$ cat config.mk
export PLATFORM = sky130hd
export DESIGN_NAME = board_mem_arbiter
export DESIGN_NICKNAME = d
export VERILOG_FILES = /design/src/rtl/board_mem_arbiter.sv
export SDC_FILE = /design/constraint.sdc
export NUM_CORES = 1
export LEC_CHECK = 0
export BUFFER_PORTS_ARGS = -buffer_cell sky130_fd_sc_hd__clkbuf_2
export CORE_ASPECT_RATIO = 1.5
export CORE_MARGIN = 4
export CORE_UTILIZATION = 40
export DETAILED_ROUTE_END_ITERATION = 8
export MAX_ROUTING_LAYER = met4
export PLACE_DENSITY = 0.66
export SLEW_MARGIN = 5
export SYNTH_ARGS = -nofsm -noshare
export SYNTH_HDL_FRONTEND = slang
export SYNTH_SLANG_ARGS = --single-unit
$ cat constraint.sdc
create_clock -name clk -period 1.9 [get_ports clk]
set_input_delay 0.38 -clock clk [delete_from_list [all_inputs] [get_ports clk]]
set_output_delay 0.38 -clock clk [all_outputs]
set_load 0.01 [all_outputs]
$ cat src/rtl/board_mem_arbiter.sv
// Single-port board RAM arbiter: VGA scan reads, gameplay write/read ports and a
// board-clear sequencer share one RAM; every RAM strobe and response is registered.
module board_mem_arbiter #(
    parameter int                ADDR_W     = 7,
    parameter int                DATA_W     = 2,
    parameter int                CELLS      = 100,
    parameter logic [DATA_W-1:0] CLEAR_VAL  = '0,
    parameter int                STARVE_MAX = 4
) (
    input  logic              clk,
    input  logic              reset,
    input  logic              clear_start,
    output logic              clear_busy,
    output logic              clear_done,
    input  logic              scan_req,
    input  logic [ADDR_W-1:0] scan_addr,
    output logic [DATA_W-1:0] scan_data,
    output logic              scan_valid,
    input  logic              wr_req,
    input  logic [ADDR_W-1:0] wr_addr,
    input  logic [DATA_W-1:0] wr_data,
    output logic              wr_ack,
    input  logic              rd_req,
    input  logic [ADDR_W-1:0] rd_addr,
    output logic [DATA_W-1:0] rd_data,
    output logic              rd_valid,
    output logic [ADDR_W-1:0] mem_addr,
    output logic [DATA_W-1:0] mem_wdata,
    input  logic [DATA_W-1:0] mem_rdata,
    output logic              mem_we,
    output logic              mem_oe
);

    localparam int CNT_W = $clog2(CELLS + 1);
    localparam int SV_W  = $clog2(STARVE_MAX + 1);
    localparam logic [CNT_W-1:0] CLR_LAST   = CNT_W'(CELLS);
    localparam logic [SV_W-1:0]  STARVE_LIM = SV_W'(STARVE_MAX);

    typedef enum logic [0:0] {
        ST_ARB,
        ST_CLEAR
    } state_t;

    state_t            state_q, state_d;
    logic [CNT_W-1:0]  clr_cnt_q, clr_cnt_d;
    logic [SV_W-1:0]   starve_q, starve_d;
    logic [ADDR_W-1:0] mem_addr_q, mem_addr_d;
    logic [DATA_W-1:0] mem_wdata_q, mem_wdata_d;
    logic              mem_we_q, mem_we_d;
    logic              mem_oe_q, mem_oe_d;
    logic              wr_ack_q, wr_ack_d;
    logic              clear_busy_q, clear_busy_d;
    logic              clear_done_q, clear_done_d;
    logic              rd_p1_q, rd_p1_d;
    logic              scan_p1_q, scan_p1_d;
    logic              zero_p1_q, zero_p1_d;
    logic              rd_valid_q, rd_valid_d;
    logic              scan_valid_q, scan_valid_d;
    logic              zero_q, zero_d;

    logic grant_scan, grant_wr, grant_rd;
    logic rd_pending, gp_pending, starved;
    logic scan_in_range, wr_in_range, rd_in_range;

    assign scan_in_range = int'(scan_addr) < CELLS;
    assign wr_in_range   = int'(wr_addr) < CELLS;
    assign rd_in_range   = int'(rd_addr) < CELLS;

    // A held rd_req is not re-granted while its own read is still in the pipe.
    assign rd_pending = rd_req & ~rd_p1_q;
    assign gp_pending = wr_req | rd_pending;
    assign starved    = (starve_q == STARVE_LIM);

    always_comb begin
        state_d      = state_q;
        clr_cnt_d    = clr_cnt_q;
        starve_d     = starve_q;
        mem_addr_d   = '0;
        mem_wdata_d  = '0;
        mem_we_d     = 1'b0;
        mem_oe_d     = 1'b0;
        wr_ack_d     = 1'b0;
        clear_busy_d = 1'b0;
        clear_done_d = 1'b0;
        rd_p1_d      = 1'b0;
        scan_p1_d    = 1'b0;
        zero_p1_d    = 1'b0;
        rd_valid_d   = rd_p1_q;
        scan_valid_d = scan_p1_q;
        zero_d       = zero_p1_q;
        grant_scan   = 1'b0;
        grant_wr     = 1'b0;
        grant_rd     = 1'b0;

        case (state_q)
            ST_ARB: begin
                if (clear_start) begin
                    state_d      = ST_CLEAR;
                    mem_we_d     = 1'b1;
                    mem_wdata_d  = CLEAR_VAL;
                    clr_cnt_d    = CNT_W'(1);
                    clear_busy_d = 1'b1;
                end else if (starved && gp_pending) begin
                    grant_wr = wr_req;
                    grant_rd = ~wr_req;
                end else if (scan_req) begin
                    grant_scan = 1'b1;
                end else if (wr_req) begin
                    grant_wr = 1'b1;
                end else if (rd_pending) begin
                    grant_rd = 1'b1;
                end
            end
            ST_CLEAR: begin
                if (clr_cnt_q == CLR_LAST) begin
                    state_d      = ST_ARB;
                    clr_cnt_d    = '0;
                    clear_done_d = 1'b1;
                end else begin
                    mem_we_d     = 1'b1;
                    mem_addr_d   = ADDR_W'(clr_cnt_q);
                    mem_wdata_d  = CLEAR_VAL;
                    clr_cnt_d    = clr_cnt_q + CNT_W'(1);
                    clear_busy_d = 1'b1;
                end
            end
            default: state_d = ST_ARB;
        endcase

        // Out-of-range accesses still complete their handshake but never touch the RAM.
        if (grant_scan) begin
            scan_p1_d = 1'b1;
            if (scan_in_range) begin
                mem_oe_d   = 1'b1;
                mem_addr_d = scan_addr;
            end else begin
                zero_p1_d = 1'b1;
            end
        end
        if (grant_wr) begin
            wr_ack_d = 1'b1;
            if (wr_in_range) begin
                mem_we_d    = 1'b1;
                mem_addr_d  = wr_addr;
                mem_wdata_d = wr_data;
            end
        end
        if (grant_rd) begin
            rd_p1_d = 1'b1;
            if (rd_in_range) begin
                mem_oe_d   = 1'b1;
                mem_addr_d = rd_addr;
            end else begin
                zero_p1_d = 1'b1;
            end
        end

        if (grant_wr || grant_rd) begin
            starve_d = '0;
        end else if (gp_pending && !starved) begin
            starve_d = starve_q + SV_W'(1);
        end
    end

    always_ff @(posedge clk) begin
        if (reset) begin
            state_q      <= ST_ARB;
            clr_cnt_q    <= '0;
            starve_q     <= '0;
            mem_addr_q   <= '0;
            mem_wdata_q  <= '0;
            mem_we_q     <= 1'b0;
            mem_oe_q     <= 1'b0;
            wr_ack_q     <= 1'b0;
            clear_busy_q <= 1'b0;
            clear_done_q <= 1'b0;
            rd_p1_q      <= 1'b0;
            scan_p1_q    <= 1'b0;
            zero_p1_q    <= 1'b0;
            rd_valid_q   <= 1'b0;
            scan_valid_q <= 1'b0;
            zero_q       <= 1'b0;
        end else begin
            state_q      <= state_d;
            clr_cnt_q    <= clr_cnt_d;
            starve_q     <= starve_d;
            mem_addr_q   <= mem_addr_d;
            mem_wdata_q  <= mem_wdata_d;
            mem_we_q     <= mem_we_d;
            mem_oe_q     <= mem_oe_d;
            wr_ack_q     <= wr_ack_d;
            clear_busy_q <= clear_busy_d;
            clear_done_q <= clear_done_d;
            rd_p1_q      <= rd_p1_d;
            scan_p1_q    <= scan_p1_d;
            zero_p1_q    <= zero_p1_d;
            rd_valid_q   <= rd_valid_d;
            scan_valid_q <= scan_valid_d;
            zero_q       <= zero_d;
        end
    end

    assign mem_addr   = mem_addr_q;
    assign mem_wdata  = mem_wdata_q;
    assign mem_we     = mem_we_q;
    assign mem_oe     = mem_oe_q;
    assign wr_ack     = wr_ack_q;
    assign clear_busy = clear_busy_q;
    assign clear_done = clear_done_q;
    assign rd_valid   = rd_valid_q;
    assign scan_valid = scan_valid_q;
    // The RAM presents its data in the valid cycle, so responses pass it straight through.
    assign rd_data    = (rd_valid_q && !zero_q) ? mem_rdata : '0;
    assign scan_data  = (scan_valid_q && !zero_q) ? mem_rdata : '0;

endmodule

# Word level (Yosys, flattened, before mapping)
# Index checks and enable logic that the tools add are counted.
[word_totals]
rom_bits = 0
input_bits = 31
mem_bits_rw = 0
n_memories = 0
latch_bits = 0
out_inout_bits = 20
word_cells = 85
regBits = 30
[op_classes]
shifts = 0
n_mul = 0
n_mux = 45
bitwise = 7
n_reduce_logical = 10
eq_ne = 3
order_cmp = 3
n_div = 0
n_addsub = 2
[op_table]
columns = ["cell", "count"]
rows = [
  ["$mux W7", 10],
  ["$mux W1", 31],
  ["$lt A7 B7 Y1 const B", 3],
  ["$pmux W7 S2", 1],
  ["$add A7 B1 Y7 const B", 1],
  ["$eq A7 B7 Y1 const B", 1],
  ["$not A1 Y1", 5],
  ["$logic_and A1 B1 Y1", 4],
  ["$mux W2", 2],
  ["$reduce_or A2 Y1", 2],
  ["$add A3 B1 Y3 const B", 1],
  ["$eq A3 B3 Y1 const B", 1],
  ["$reduce_or A3 Y1", 1],
  ["$logic_not A1 Y1", 2],
  ["$ne A2 B2 Y1 const B", 1],
  ["$pmux W1 S2", 1],
  ["$and A1 B1 Y1", 1],
  ["$logic_or A1 B1 Y1", 1],
  ["$or A1 B1 Y1", 1],
]

# Longest topological paths before layout
[logic_depth]
depth_word = 12
mapped_depth = 7
ltp_nobuf = 6

# Worst setup path before layout
# OpenSTA, ideal clock, no wires.
[synth_timing]
path_kind = "reg2reg"
startpoint = "register starve_q[0]"
endpoint = "register mem_addr_q[0] (netlist: mem_addr[0])"
setup_ps = 91
path_slack_ps = 371
arrival_ps = 1438
path_stages_with_launch = 8
path_buffers = 1
required_ps = 1809
period_less_slack_ps = 1529
path_cell_list = "dfxtp_1 inv_1 ha_1 nand2_1 o21bai_1 buf_2 nand4_1 a311oi_1"
[synth_between]
elab_chain_cells = 10
elab_cells_between_ends = 16
cone_classes = "eq/ne (1); mux (14); reduce/logical (1)"
[synth_rtl]
columns = ["element", "line_no", "source"]
rows = [
  ["from (decl)", "46", "logic [SV_W-1:0] starve_q, starve_d;"],
  ["from (signal assigned)", "186", "starve_q <= starve_d;"],
  ["$eq A3 B3 Y1 *", "72", "assign starved = (starve_q == STARVE_LIM);"],
  ["$logic_and A1 B1 Y1 *", "103", "end else if (starved && gp_pending) begin"],
  ["$mux W1", "103", ""],
  ["$mux W1", "97", "if (clear_start) begin"],
  ["$mux W1", "95", "case (state_q)"],
  ["$mux W7", "131", "if (grant_scan) begin"],
  ["$mux W7", "142", "if (wr_in_range) begin"],
  ["$mux W7", "140", "if (grant_wr) begin"],
  ["$mux W7", "150", "if (rd_in_range) begin"],
  ["$mux W7 *", "148", "if (grant_rd) begin"],
  ["to (signal assigned)", "187", "mem_addr_q <= mem_addr_d;"],
  ["to (decl)", "47", "logic [ADDR_W-1:0] mem_addr_q, mem_addr_d;"],
]
# Every way passes the cells marked *; elsewhere a longest branch is shown, timed or not.
# A chain may end at the register's enable or synchronous reset.

# Worst setup path after layout
[layout_timing]
startpoint = "register starve_q[0]"
endpoint = "register mem_addr_q[6] (netlist: mem_addr[6])"
# The elaborated chain is that of the path after synthesis.

==> impl_metrics.csv <==
group,metric,value,unit
grt,gr-total-overflow,0,
die,row_count,27,
setup_path,endpoint,"mem_addr[6]",
cts,cts_tree,"built",
synthesis,synth_top_family_by_area,"simple AND/OR/NAND/NOR gates",
synthesis,synth-compound-area-share,24.9,%
setup_path,max_stage_delay,0.35,ns
die,die_x,58.5,um
grt,grt_pass1_wl,6.88,mm
setup_path,cp_max_fo,9,
setup_path,crit_top_cell,"buf_4",
placement,port_buffers,50,
synthesis,synth_area_leaders,"dfxtp_1 39%, a311oi_1 4.6%, nand2_1 4.2%",
hold_path,hp-class,"in2reg",
sta,fin_skew,0.00244,ns
route,drtIter0Drc,45,
placement,hpwl,3.43,mm
grt,track_usage,18.8,%
power,vdd.ir_drop.worst,0.497,mV
setup_path,arrival,1.87,ns
placement,place_worst_setup_slack,0.219,ns
setup_path,reg2reg_slack,0.23,ns
sta,slew_headroom,65.9,%
grt,grt_max_degree,20,
route,ant_nets,0,
route,drc,0,
route,finalWirelength,4.36,mm
sta,rsz0062_at_grt,"false",
job,maxCapViolCount,0,
cts,cts_max_path_buffers,2,
cells_and_area,final_common_cell,"clkbuf_2",
synthesis,avgSynthCellArea,8.74,um2
die,floorplan.initialDensity,41.6,%
sta,max_freq,0.598,GHz
setup_path,cp_cell_sequence,"inv_1, ha_1, nand2_1, buf_4, a21oi_4, buf_4, a32o_1, o32ai_1",
cells_and_area,nets,267,
route,via_per_inst,5.62,
synthesis,seq_area_frac_synth,39.2,%
cts,cts_htree_levels,2,
cells_and_area,seqCellArea,601,um2
die,ioPinCount,51,
sta,fin_crit,1.67,ns
setup_path,cpMaxStageDelayCell,"dfxtp_1",
die,die_area,4900,um2
synthesis,synth_flop_cell,"dfxtp_1",
grt,grt_pass1_vias,1498,
synthesis,netlist_area,1530,um2
setup_path,regToRegEndpoint,"mem_addr[6]",
cts,insertion_delay,0.28,ns
synthesis,synth_adder_area_share,3.27,%
synthesis,synth_cells,175,
synthesis,ys_ff_latch,30,
cts,cts_buffers,5,
cells_and_area,multi_input_area,851,um2
route,firstDrtPassIters,4,
cells_and_area,layout-drive-gt1-share,31.8,%
sta,finalSetupTns,0,ns
setup_path,crit_required,2.10,ns
cells_and_area,final_cell_mix,"50 x clkbuf_2, 30 x dfxtp_1, 17 x nand2_1",
cts,cts-root-buf,"clkbuf_8",
synthesis,synth-xor-area-share,0,%
sta,setup_viol,0,
synthesis,synth_nets,210,
die,die_h,83.8,um
sta,period_share,88.0,%
cts,ctsHoldBuffers,0,
setup_path,start_kind,"register",
sta,hold_violations,0,
route,vias,1550,
synthesis,synthSimpleGateAreaFrac,27.5,%
synthesis,ys_types,50,
setup_path,rr_worst_depth,8,
cells_and_area,areaGrowthSynthToFinish,27.1,%
sta,drv_slew,0,
synthesis,synth_warnings,0,
synthesis,synth_edf_count,0,
placement,post-place-cells,268,
grt,antenna_found_initial,0,
die,core_area,3680,um2
cts,cts.sinks,30,
cts,cts_resized,0,
cts,clk_pin_slew,0.06,ns
placement,gp_congestion,0.873,
sta,setup_slack,0.227,ns
setup_path,rr_startpoint,"starve_q[0]",
power,power_density,728,nW/um2
power,power_leakage,0.842,nW
setup_path,end_kind,"register",
setup_path,startpoint,"starve_q[0]",
synthesis,async_reset_ff_share,0,%
outcome,status,"complete, no violations",
route,wl_per_cell,15.8,um
cells_and_area,fin_util,52.8,%
cells_and_area,antenna_cells,0,
cells_and_area,finalNonFillerCells,276,
cells_and_area,nFillCells,383,
sta,worst_slew_pin_slew,0.504,ns
setup_path,criticalPathCategory,"reg2reg",
synthesis,synth.top_cell.area_share,39.2,%
synthesis,yosysTopAreaCell,"dfxtp_1",
cts,postCtsSetupRepairBufs,0,
synthesis,synth.area.mux_share,0,%
-- layout make-up --
cell class,count,area share (%)
multi-input combinational,128,43.8
sequential,30,30.9
timing repair buffer,59,16.3
clock buffer,7,4.44
clock inverter,1,0.257
inverter,8,1.54
tap,43,2.77
-- routing by layer --
layer	vias up	global-route usage [%]	share of wire [%]	routed length, um
met3	8	4.80	6.0	261
met2	55	33.2	53	2330
met4	0	5.91	1.4	61
met5	-	-	0	0
met1	721	19.8	39	1700
li1	766	-	-	-
-- worst max-delay path, delay by kind of cell, from the launching register on --
family	cells	cell delay, ns
adder cells (fa/ha/maj)	1	0.20
AND/OR/NAND/NOR	1	0.14
flip-flops	1	0.35
AO/OA/AOI/OAI	3	0.49
buffers and inverters	3	0.41
-- stage by stage --
step	total power, mW	area [um2]	hold WS [ns]
detailed placement	0.894	1850	0.440
finish	1.41	1940	0.336
CTS	1.42	1940	0.335
global route	1.47	1940	0.334
floorplan	0.801	1530	0.414
global placement	0.892	1850	0.426
-- power breakdown --
group	switching, mW	internal (mW)	leakage (nW)
Sequential	0.0101	0.651	0.244
Combinational	0.124	0.0939	0.550
Clock	0.243	0.292	0.0482
Total	0.378	1.04	0.842
-- registers in the layout, indices dropped and copies added, names as in the netlist --
signal	cells
clr_cnt_q	7
mem_addr	7
starve_q	3
mem_wdata	2
clear_busy	1
clear_done	1
mem_oe	1
mem_we	1
rd_p1_q	1
rd_valid	1
scan_p1_q	1
scan_valid	1
wr_ack	1
zero_d	1
zero_q	1
-- synth_stat cells (all sizes together) (4+ instances only) --
| cell | n |
|---|---|
| dfxtp | 30 |
| nand2 | 17 |
| nor2 | 13 |
| a21oi | 9 |
| a311oi | 8 |
| inv | 8 |
| and3 | 6 |
| buf | 6 |
| nand4 | 6 |
| nor3 | 6 |
| o21ai | 6 |
| nand3 | 5 |
| nor2b | 5 |
| a21o | 4 |
| and3b | 4 |
| ha | 4 |
-- cells by family after synthesis --
family | Yosys count
AOI/OAI and AO/OA | 48
and+or+nand+nor | 76
DFF | 30
adders and majority gates | 4
buffers and inverters | 17
-- worst min-delay path by stage --
stage               cells after the start      endpoint       start  slack (ns)
floorplan                               1    scan_valid   scan_p1_q        0.41
finish                                  2  mem_wdata[1]  wr_data[1]        0.34
global placement                        1    scan_valid   scan_p1_q        0.43
CTS                                     2  mem_wdata[1]  wr_data[1]        0.33
detailed placement                      1    scan_valid   scan_p1_q        0.44
global route                            2  mem_wdata[1]  wr_data[1]        0.33
Power figures use the tool's default switching activity.
